[config.mk]
export PLATFORM = sky130hd
export DESIGN_NAME = regfile_mp
export DESIGN_NICKNAME = d
export VERILOG_FILES = /design/src/rtl/regfile_mp.sv
export SDC_FILE = /design/constraint.sdc
export NUM_CORES = 2
export LEC_CHECK = 0
export CAP_MARGIN = 20
export CORE_MARGIN = 8
export CORE_UTILIZATION = 40
export CTS_BUF_LIST = sky130_fd_sc_hd__clkbuf_8
export DETAILED_ROUTE_END_ITERATION = 16
export PLACE_DENSITY = 0.52
export SLEW_MARGIN = 20
export SYNTH_ARGS = -nofsm -noshare
export SYNTH_HDL_FRONTEND = slang
export SYNTH_SLANG_ARGS = --single-unit
[constraint.sdc]
create_clock -name clk_i -period 27.6 [get_ports clk_i]
set_input_delay 2.76 -clock clk_i [delete_from_list [all_inputs] [get_ports clk_i]]
set_output_delay 2.76 -clock clk_i [all_outputs]
set_load 0.02 [all_outputs]
[src/rtl/regfile_mp.sv]
// ---------------------------------------------------------------------------
// regfile_mp
//
// Multi-port integer register file for the pipelined RV32I core. It provides
// NRD combinational read ports, NWR write ports with same-cycle write-to-read
// bypass, and a per-register busy scoreboard used by decode to detect RAW
// hazards against instructions still in flight.
//
// After reset the array is cleared one entry per cycle. While that sequence
// runs, all reads return zero, writes and issues are dropped, and ready_o
// stays low. Register x0 always reads zero, is never busy, and ignores both
// writes and issues.
//
// Ports
//   clk_i       clock, all state changes on the rising edge
//   rst_i       synchronous active-high reset, restarts the clear sequence
//   rd_addr_i   NRD packed read addresses, port k at [k*AW +: AW]
//   rd_data_o   NRD packed read data, port k at [k*XLEN +: XLEN]
//   rd_busy_o   busy bit of the register addressed by each read port
//   wr_en_i     per write port enable
//   wr_addr_i   NWR packed write addresses
//   wr_data_i   NWR packed write data
//   issue_en_i  marks issue_rd_i as having a pending producer
//   issue_rd_i  destination register of the issuing instruction
//   ready_o     high once every entry has been cleared
// ---------------------------------------------------------------------------
module regfile_mp #(
   parameter int XLEN  = 32,
   parameter int NREGS = 32,
   parameter int NRD   = 2,
   parameter int NWR   = 2,
   localparam int AW   = $clog2(NREGS)
) (
   input  logic                clk_i,
   input  logic                rst_i,
   input  logic [NRD*AW-1:0]   rd_addr_i,
   output logic [NRD*XLEN-1:0] rd_data_o,
   output logic [NRD-1:0]      rd_busy_o,
   input  logic [NWR-1:0]      wr_en_i,
   input  logic [NWR*AW-1:0]   wr_addr_i,
   input  logic [NWR*XLEN-1:0] wr_data_i,
   input  logic                issue_en_i,
   input  logic [AW-1:0]       issue_rd_i,
   output logic                ready_o
);

   typedef enum logic {
      CLEAR,
      READY
   } state_e;

   localparam logic [AW-1:0] LAST_ENTRY = AW'(NREGS - 1);

   state_e              state_q;
   state_e              state_d;
   logic [AW-1:0]       clrCnt_q;
   logic [AW-1:0]       clrCnt_d;

   logic [XLEN-1:0]     mem_q [NREGS];
   logic [XLEN-1:0]     mem_d [NREGS];
   logic [NREGS-1:0]    busy_q;
   logic [NREGS-1:0]    busy_d;

   logic [AW-1:0]       rdAddr   [NRD];
   logic [XLEN-1:0]     rdData   [NRD];
   logic                rdBusy   [NRD];
   logic [AW-1:0]       wrAddr   [NWR];
   logic [XLEN-1:0]     wrData   [NWR];

   // Unpack the flat port buses into per-port arrays so the read, write and
   // bypass logic below can be written as plain loops over port indices.
   for (genvar k = 0; k < NRD; k++) begin : gRdPort
      assign rdAddr[k]                  = rd_addr_i[k*AW +: AW];
      assign rd_data_o[k*XLEN +: XLEN]  = rdData[k];
      assign rd_busy_o[k]               = rdBusy[k];
   end

   for (genvar j = 0; j < NWR; j++) begin : gWrPort
      assign wrAddr[j] = wr_addr_i[j*AW +: AW];
      assign wrData[j] = wr_data_i[j*XLEN +: XLEN];
   end

   // FSM state register. Reset forces the clear sequence to restart from
   // entry 0 regardless of where it was, including from READY.
   always_ff @(posedge clk_i) begin
      if (rst_i) begin
         state_q  <= CLEAR;
         clrCnt_q <= '0;
      end else begin
         state_q  <= state_d;
         clrCnt_q <= clrCnt_d;
      end
   end

   // FSM next state. CLEAR walks the counter across every entry and hands
   // over to READY on the cycle the last entry is cleared; READY is held
   // until the next reset.
   always_comb begin
      state_d  = state_q;
      clrCnt_d = clrCnt_q;
      case (state_q)
         CLEAR: begin
            clrCnt_d = clrCnt_q + AW'(1);
            if (clrCnt_q == LAST_ENTRY) begin
               state_d = READY;
            end
         end
         READY: begin
            state_d = READY;
         end
         default: begin
            state_d = CLEAR;
         end
      endcase
   end

   // Next contents of the array and the busy vector. During CLEAR only the
   // entry under the counter changes. In READY the write ports are applied in
   // ascending order so the highest-indexed port wins a collision, and the
   // issue is applied last so a same-cycle issue leaves the register busy
   // even though its data is still written. Nothing changes while reset is
   // asserted, since the contents are undefined until cleared anyway.
   always_comb begin
      mem_d  = mem_q;
      busy_d = busy_q;
      if (!rst_i) begin
         if (state_q == CLEAR) begin
            mem_d[clrCnt_q]  = '0;
            busy_d[clrCnt_q] = 1'b0;
         end else begin
            for (int j = 0; j < NWR; j++) begin
               if (wr_en_i[j] && (wrAddr[j] != '0)) begin
                  mem_d[wrAddr[j]]  = wrData[j];
                  busy_d[wrAddr[j]] = 1'b0;
               end
            end
            if (issue_en_i && (issue_rd_i != '0)) begin
               busy_d[issue_rd_i] = 1'b1;
            end
         end
      end
   end

   // Storage update. The array carries no reset; the clear sequence is what
   // gives it a defined value.
   always_ff @(posedge clk_i) begin
      mem_q  <= mem_d;
      busy_q <= busy_d;
   end

   // Combinational read ports. x0 and the CLEAR state both read as zero and
   // not busy. Otherwise an enabled write to the same address bypasses the
   // stored value, with the highest-indexed matching port taking priority,
   // and that pending write also hides the busy bit because the producer is
   // completing this very cycle. Issues are deliberately not bypassed.
   always_comb begin
      for (int k = 0; k < NRD; k++) begin
         rdData[k] = '0;
         rdBusy[k] = 1'b0;
         if ((state_q == READY) && (rdAddr[k] != '0)) begin
            rdData[k] = mem_q[rdAddr[k]];
            rdBusy[k] = busy_q[rdAddr[k]];
            for (int j = 0; j < NWR; j++) begin
               if (wr_en_i[j] && (wrAddr[j] == rdAddr[k])) begin
                  rdData[k] = wrData[j];
                  rdBusy[k] = 1'b0;
               end
            end
         end
      end
   end

   // Ready tracks the FSM directly so it is low throughout the clear
   // sequence and rises on the edge that clears the final entry.
   assign ready_o = (state_q == READY);

endmodule

-- Word-level counts from Yosys, hierarchy flattened
Index checks and enable logic that the tools add are counted.
W data, S select, Z words.
- register bits: 1062
- input port bits: 94
- add/sub/neg operators: 1
- $lt $le $gt $ge: 18
- equality and inequality tests: 5
- multiplexer cells: 53
- bitwise gates (word level): 15
- reduce and logical (&&, ||, !) cells: 21
- operators with widths (cell ; count):
    $mux W1024 ; 5
    $bwmux W1024 ; 2
    $and A1024 B1024 Y1024 ; 1
    $not A1024 Y1024 ; 1
    $mux W32 ; 21
    $demux W32 S5 ; 3
    $bmux W32 S5 ; 2
    $and A32 B32 Y32 ; 3
    $not A32 Y32 ; 3
    $lt A5 B6 Y1 const B ; 6
    $or A32 B32 Y32 ; 1
    $ge A6 B6 Y1 const B ; 5
    $not A5 Y6 ; 5
    $reduce_bool A5 Y1 ; 5
    $demux W1 S5 ; 4
    $eq A5 B5 Y1 ; 4
    $ge A5 B1 Y1 const B ; 4
    $lt A6 B1 Y1 const B ; 3
    $logic_and A1 B1 Y1 ; 16
    $mux W1 ; 13
    $bmux W1 S5 ; 2
    $add A5 B1 Y5 const B ; 1
    $eq A5 B5 Y1 const B ; 1
    $pmux W1 S2 ; 1
    $not A1 Y1 ; 1

-- Logic depth before layout (Yosys ltp)
- word-level depth: 16
- mapped depth: 12
- gate-level depth less buffers: 7

-- Worst setup path after synthesis
OpenSTA, ideal clock, no wires.
- path type: input port to flip-flop
- start point: input port rst_i
- end point: register busy_q[0], enable pin
- setup time: 1388 ps
- arrival time: 23056 ps
- required time: 26212 ps
- path slack: 3156 ps
- stages: 1
- path buffers: 0
- path through: inv_1
- RTL lines (element ; RTL line ; source):
    start, declared ; 35 ; input logic rst_i,
    end signal, assigned ; 148 ; busy_q <= busy_d;
    end, declared ; 61 ; logic [NREGS-1:0] busy_q;
No word-level cell between the ends.

-- Final worst setup path
- start point: input port rd_addr_i[2]
- end point: output port rd_data_o[16]
- cells in the longest elaborated chain, start to end: 7
- elaborated cells between the ends (all ways): 13
- those cells by class: eq/ne: 2; mux: 6; bitwise: 1; reduce/logical: 4
- RTL lines (element ; RTL line ; source):
    start, declared ; 36 ; input logic [NRD*AW-1:0] rd_addr_i,
    $not A5 Y6 (implied by the code) ; 161 ; rdData[k] = mem_q[rdAddr[k]];
    $bmux W32 S5 ; 161 ;
    $mux W32 (implied by the code) (2 in a row) ; 161 ;
    $mux W32 (2 in a row) ; 164 ; if (wr_en_i[j] && (wrAddr[j] == rdAddr[k])) begin
    $mux W32 * ; 160 ; if ((state_q == READY) && (rdAddr[k] != '0)) begin
    end, declared ; 37 ; output logic [NRD*XLEN-1:0] rd_data_o,
Mark *: on every way between the ends. The rest lies on a longest branch, timed or not. The select of a mux whose other input is x is not followed.

==> results.toml <==
[status]
outcome = "completed"

[min_path]
hold_class = "reg2reg"
holdPathEnd = "clrCnt_q[1]$_SDFFE_PP0N_"
min_from = "clrCnt_q[1]$_SDFFE_PP0N_"
whs_path_depth = 2

[die]
die_h_um = 465.2
dieArea_mm2 = 0.2164
die_x_um = 465.2
core_area_mm2 = 0.2013
rows = 165
start_util_pct = 40.10
io_pins = 161

[critical_path]
r2r_end = "mem_q[684]$_DFFE_PN_"
cp_data_required_time_ns = 24.84
crit_arrival_ns = 8.05
reg2reg_slack_ns = 23.52
reg2reg_from = "ready_o$_SDFF_PP0_"
path_max_fanout = 81
crit_buf_inv = 5
cp_cell_sequence = "buf_8 > buf_4 > buf_4 > buf_4 > mux4_2 > mux4_2 > a222oi_1 > nand2_1 > clkdlybuf4s50_1"
end_kind = "primary output"
path_class = "in2out"
cpMostUsedCell = "buf_4"
startpoint_type = "primary input"
critical-path-top-delay-family = "buffers and inverters"
reg2reg_depth = 6
slowest_delay_ns = 0.76
crit_slowest_cell = "buf_4"

[timing]
hold_viol_final = 0
worst-slew-pin-transition_ns = 1.270
fmax_ghz = 0.09249
holdWs_ns = 0.5950
drv_slew = 0
relSlewSlack_pct = 15.36
min_period_ns = 10.81
setup_viol = 0
rsz0062_at_grt = "false"
fin_skew_ns = 0.05787
finalSetupTns_ns = 0
finalCritPeriodShare_pct = 39.17

[clocking]
h-tree-depth = 4
clk_latency_ns = 1.00
cts_max_path_buffers = 3
post_cts_buffers = 0
numClockSinks = 1062
postCtsHoldBufs = 0
cts_tree = "yes"
cts-root-buf = "clkbuf_8"
clk_pin_slew_ns = 0.06
numCtsBuffers = 205
cts.repair.resized = 0

[power_and_ir_drop]
power_switching_mw = 1.317
leakage_nw = 31.31
peakVddDrop_v = 0.00005229
powerDensity_mw_per_mm2 = 48.11
sw_frac_of_total_pct = 31.02
pwr-share-clk_pct = 35.5
p_int_mw = 2.928
p_comb_share_pct = 17.3
seq_power_share_pct = 47.2

[yosys]
yosys_warnings = 0
ys_types = 75
synth_commonest_cells = "1056 x edfxtp_1, 930 x nand2_1, 897 x o21ai_0"
synth_most_common_cell = "edfxtp_1"
seq_area_frac_synth_pct = 39.44
netlist_area_mm2 = 0.08071
synth_edf_count = 1056
yosys.area.top_type = "edfxtp_1"
synthArstFlopShare_pct = 0
synthCells = 7602
syn_area_per_cell_um2 = 10.62
synth_top_area_share_pct = 39.29
synth-seq-cells = 1062
ys_top_cells_by_area = "edfxtp_1 39%, mux4_2 18%, mux2i_1 9.1%, a22o_1 6.8%, o21ai_0 5.6%"
synthesis.nets = 7701
synth_top_flop_cell = "edfxtp_1"

[final_layout]
fill_cells = 18719
layout-drive-gt1-share_pct = 17.21
nets = 7398
finalNonFillerCells = 10157
post-route-cell-area_mm2 = 0.08823
area_growth_pct = 9.323

[global_route]
grt.total_usage_pct = 35.95
grt_start_max_net_pins = 153
grt_pass1_wl_um = 556300
grt-ovfl-total = 0
antenna_found_initial = 35
grt_pass1_vias = 67234

[route]
drt-total-wl_um = 406000
dr.pass1.iters = 7
drt_iter0_drc = 12633
post-route-drc-count = 0
vias = 73856
ant_nets = 0
viasPerCell = 7.271
post_drt_wl_per_cell_um = 39.97

[placed_design]
hpwl_um = 238700
dpl.cell_count = 9759
placed_area_mm2 = 0.08449
io_buffers = 160
gp_congestion = 0.9465

[job]
maxCapViolCount = 0
-- worst max-delay path by stage --
stage / start / end / cells past startpoint
finish: rd_addr_i[2] / rd_data_o[16] / 9
global placement: rd_addr_i[2] / rd_data_o[16] / 9
detailed placement: rd_addr_i[2] / rd_data_o[16] / 9
global route: rd_addr_i[2] / rd_data_o[16] / 9
floorplan: rst_i / busy_q[0]$_DFFE_PN_ / 1
CTS: rd_addr_i[2] / rd_data_o[16] / 9
-- cell families (layout without fill, tap and decap cells) --
group	count (synthesis)	after routing	share of synthesized area (%)
AO/OA/AOI/OAI	2437	2437	19.41
XOR/XNOR	23	23	0.2496
adder cells (fa/ha/maj)	5	5	0.07751
buffers and inverters	981	833	5.290
flip-flops	1062	1062	39.44
multiplexers	1372	1372	26.88
other	0	31	0
AND/OR/NAND/NOR	1722	1722	8.654
-- power groups by stage --
stage               combinational, mW  sequential, mW  clock (mW)
floorplan                       0.500            2.05           0
global placement                0.703            2.03           0
CTS                             0.716            2.00        1.50
finish                          0.734            2.00        1.51
global route                    0.765            2.01        1.57
detailed placement              0.714            2.03           0
-- routing by layer --
layer / track usage, % / part of all wire, %
met5: 0 / 0.013
met4: 24.18 / 8.1
met3: 11.07 / 14
met2: 51.26 / 42
met1: 46.85 / 36
-- placed cells by master, fill, tap and decap left out, types with 21 or more instances in the layout --
master | synthesis | final
a22oi_1 | 133 | 133
o221ai_1 | 32 | 32
clkbuf_8 | 0 | 209
clkdlybuf4s50_1 | 0 | 144
a221oi_1 | 23 | 23
buf_4 | 45 | 241
nor2b_1 | 56 | 55
a31oi_1 | 38 | 22
o21ai_1 | 39 | 38
edfxtp_1 | 1056 | 1056
a222oi_1 | 21 | 21
mux2i_1 | 731 | 731
nor2_1 | 579 | 567
mux4_2 | 636 | 636
nand2_1 | 930 | 903
a21oi_1 | 511 | 495
clkinv_1 | 1 | 54
diode_2 | 0 | 31
inv_1 | 51 | 125
a32o_1 | 38 | 38
o21ai_0 | 897 | 897
a22o_1 | 630 | 630
nand3_1 | 55 | 53
-- worst register-to-register path, stage by stage (launching register included) --
cell and delay (ns):
dfxtp_4 0.55, buf_4 0.59, buf_12 0.46, buf_12 0.99, a21oi_4 0.40, buf_4 0.48, a22o_1 0.33
-- metrics by stage --
step	setup WS [ns]	power, mW	utilization, %
4_1_cts	16.93	4.218	43.74
2_1_floorplan	3.156	2.553	-
6_report	16.79	4.245	43.83
3_3_place_gp	16.99	2.729	41.87
5_1_grt	16.80	4.347	43.81
3_5_place_dp	16.95	2.746	41.97
-- state kept, by name (all words and copies together) (netlist names) --
name and count:
busy_q 32, clrCnt_q 5, mem_q 1024, ready_o 1
-- area by class of cell --
type / instances / area [µm²] / share of cell area [%]
flip-flops and latches: 1062 / 31840 / 36.08
repair buffers: 419 / 3801 / 4.308
diodes: 31 / 77.57 / 0.08792
well taps: 2672 / 3343 / 3.789
clock inverters: 153 / 680.7 / 0.7714
inverters: 52 / 210.2 / 0.2382
clock buffers: 209 / 2877 / 3.260
multi-input cells: 5559 / 45410 / 51.46
Note: power is estimated with default switching activity, not from simulation.
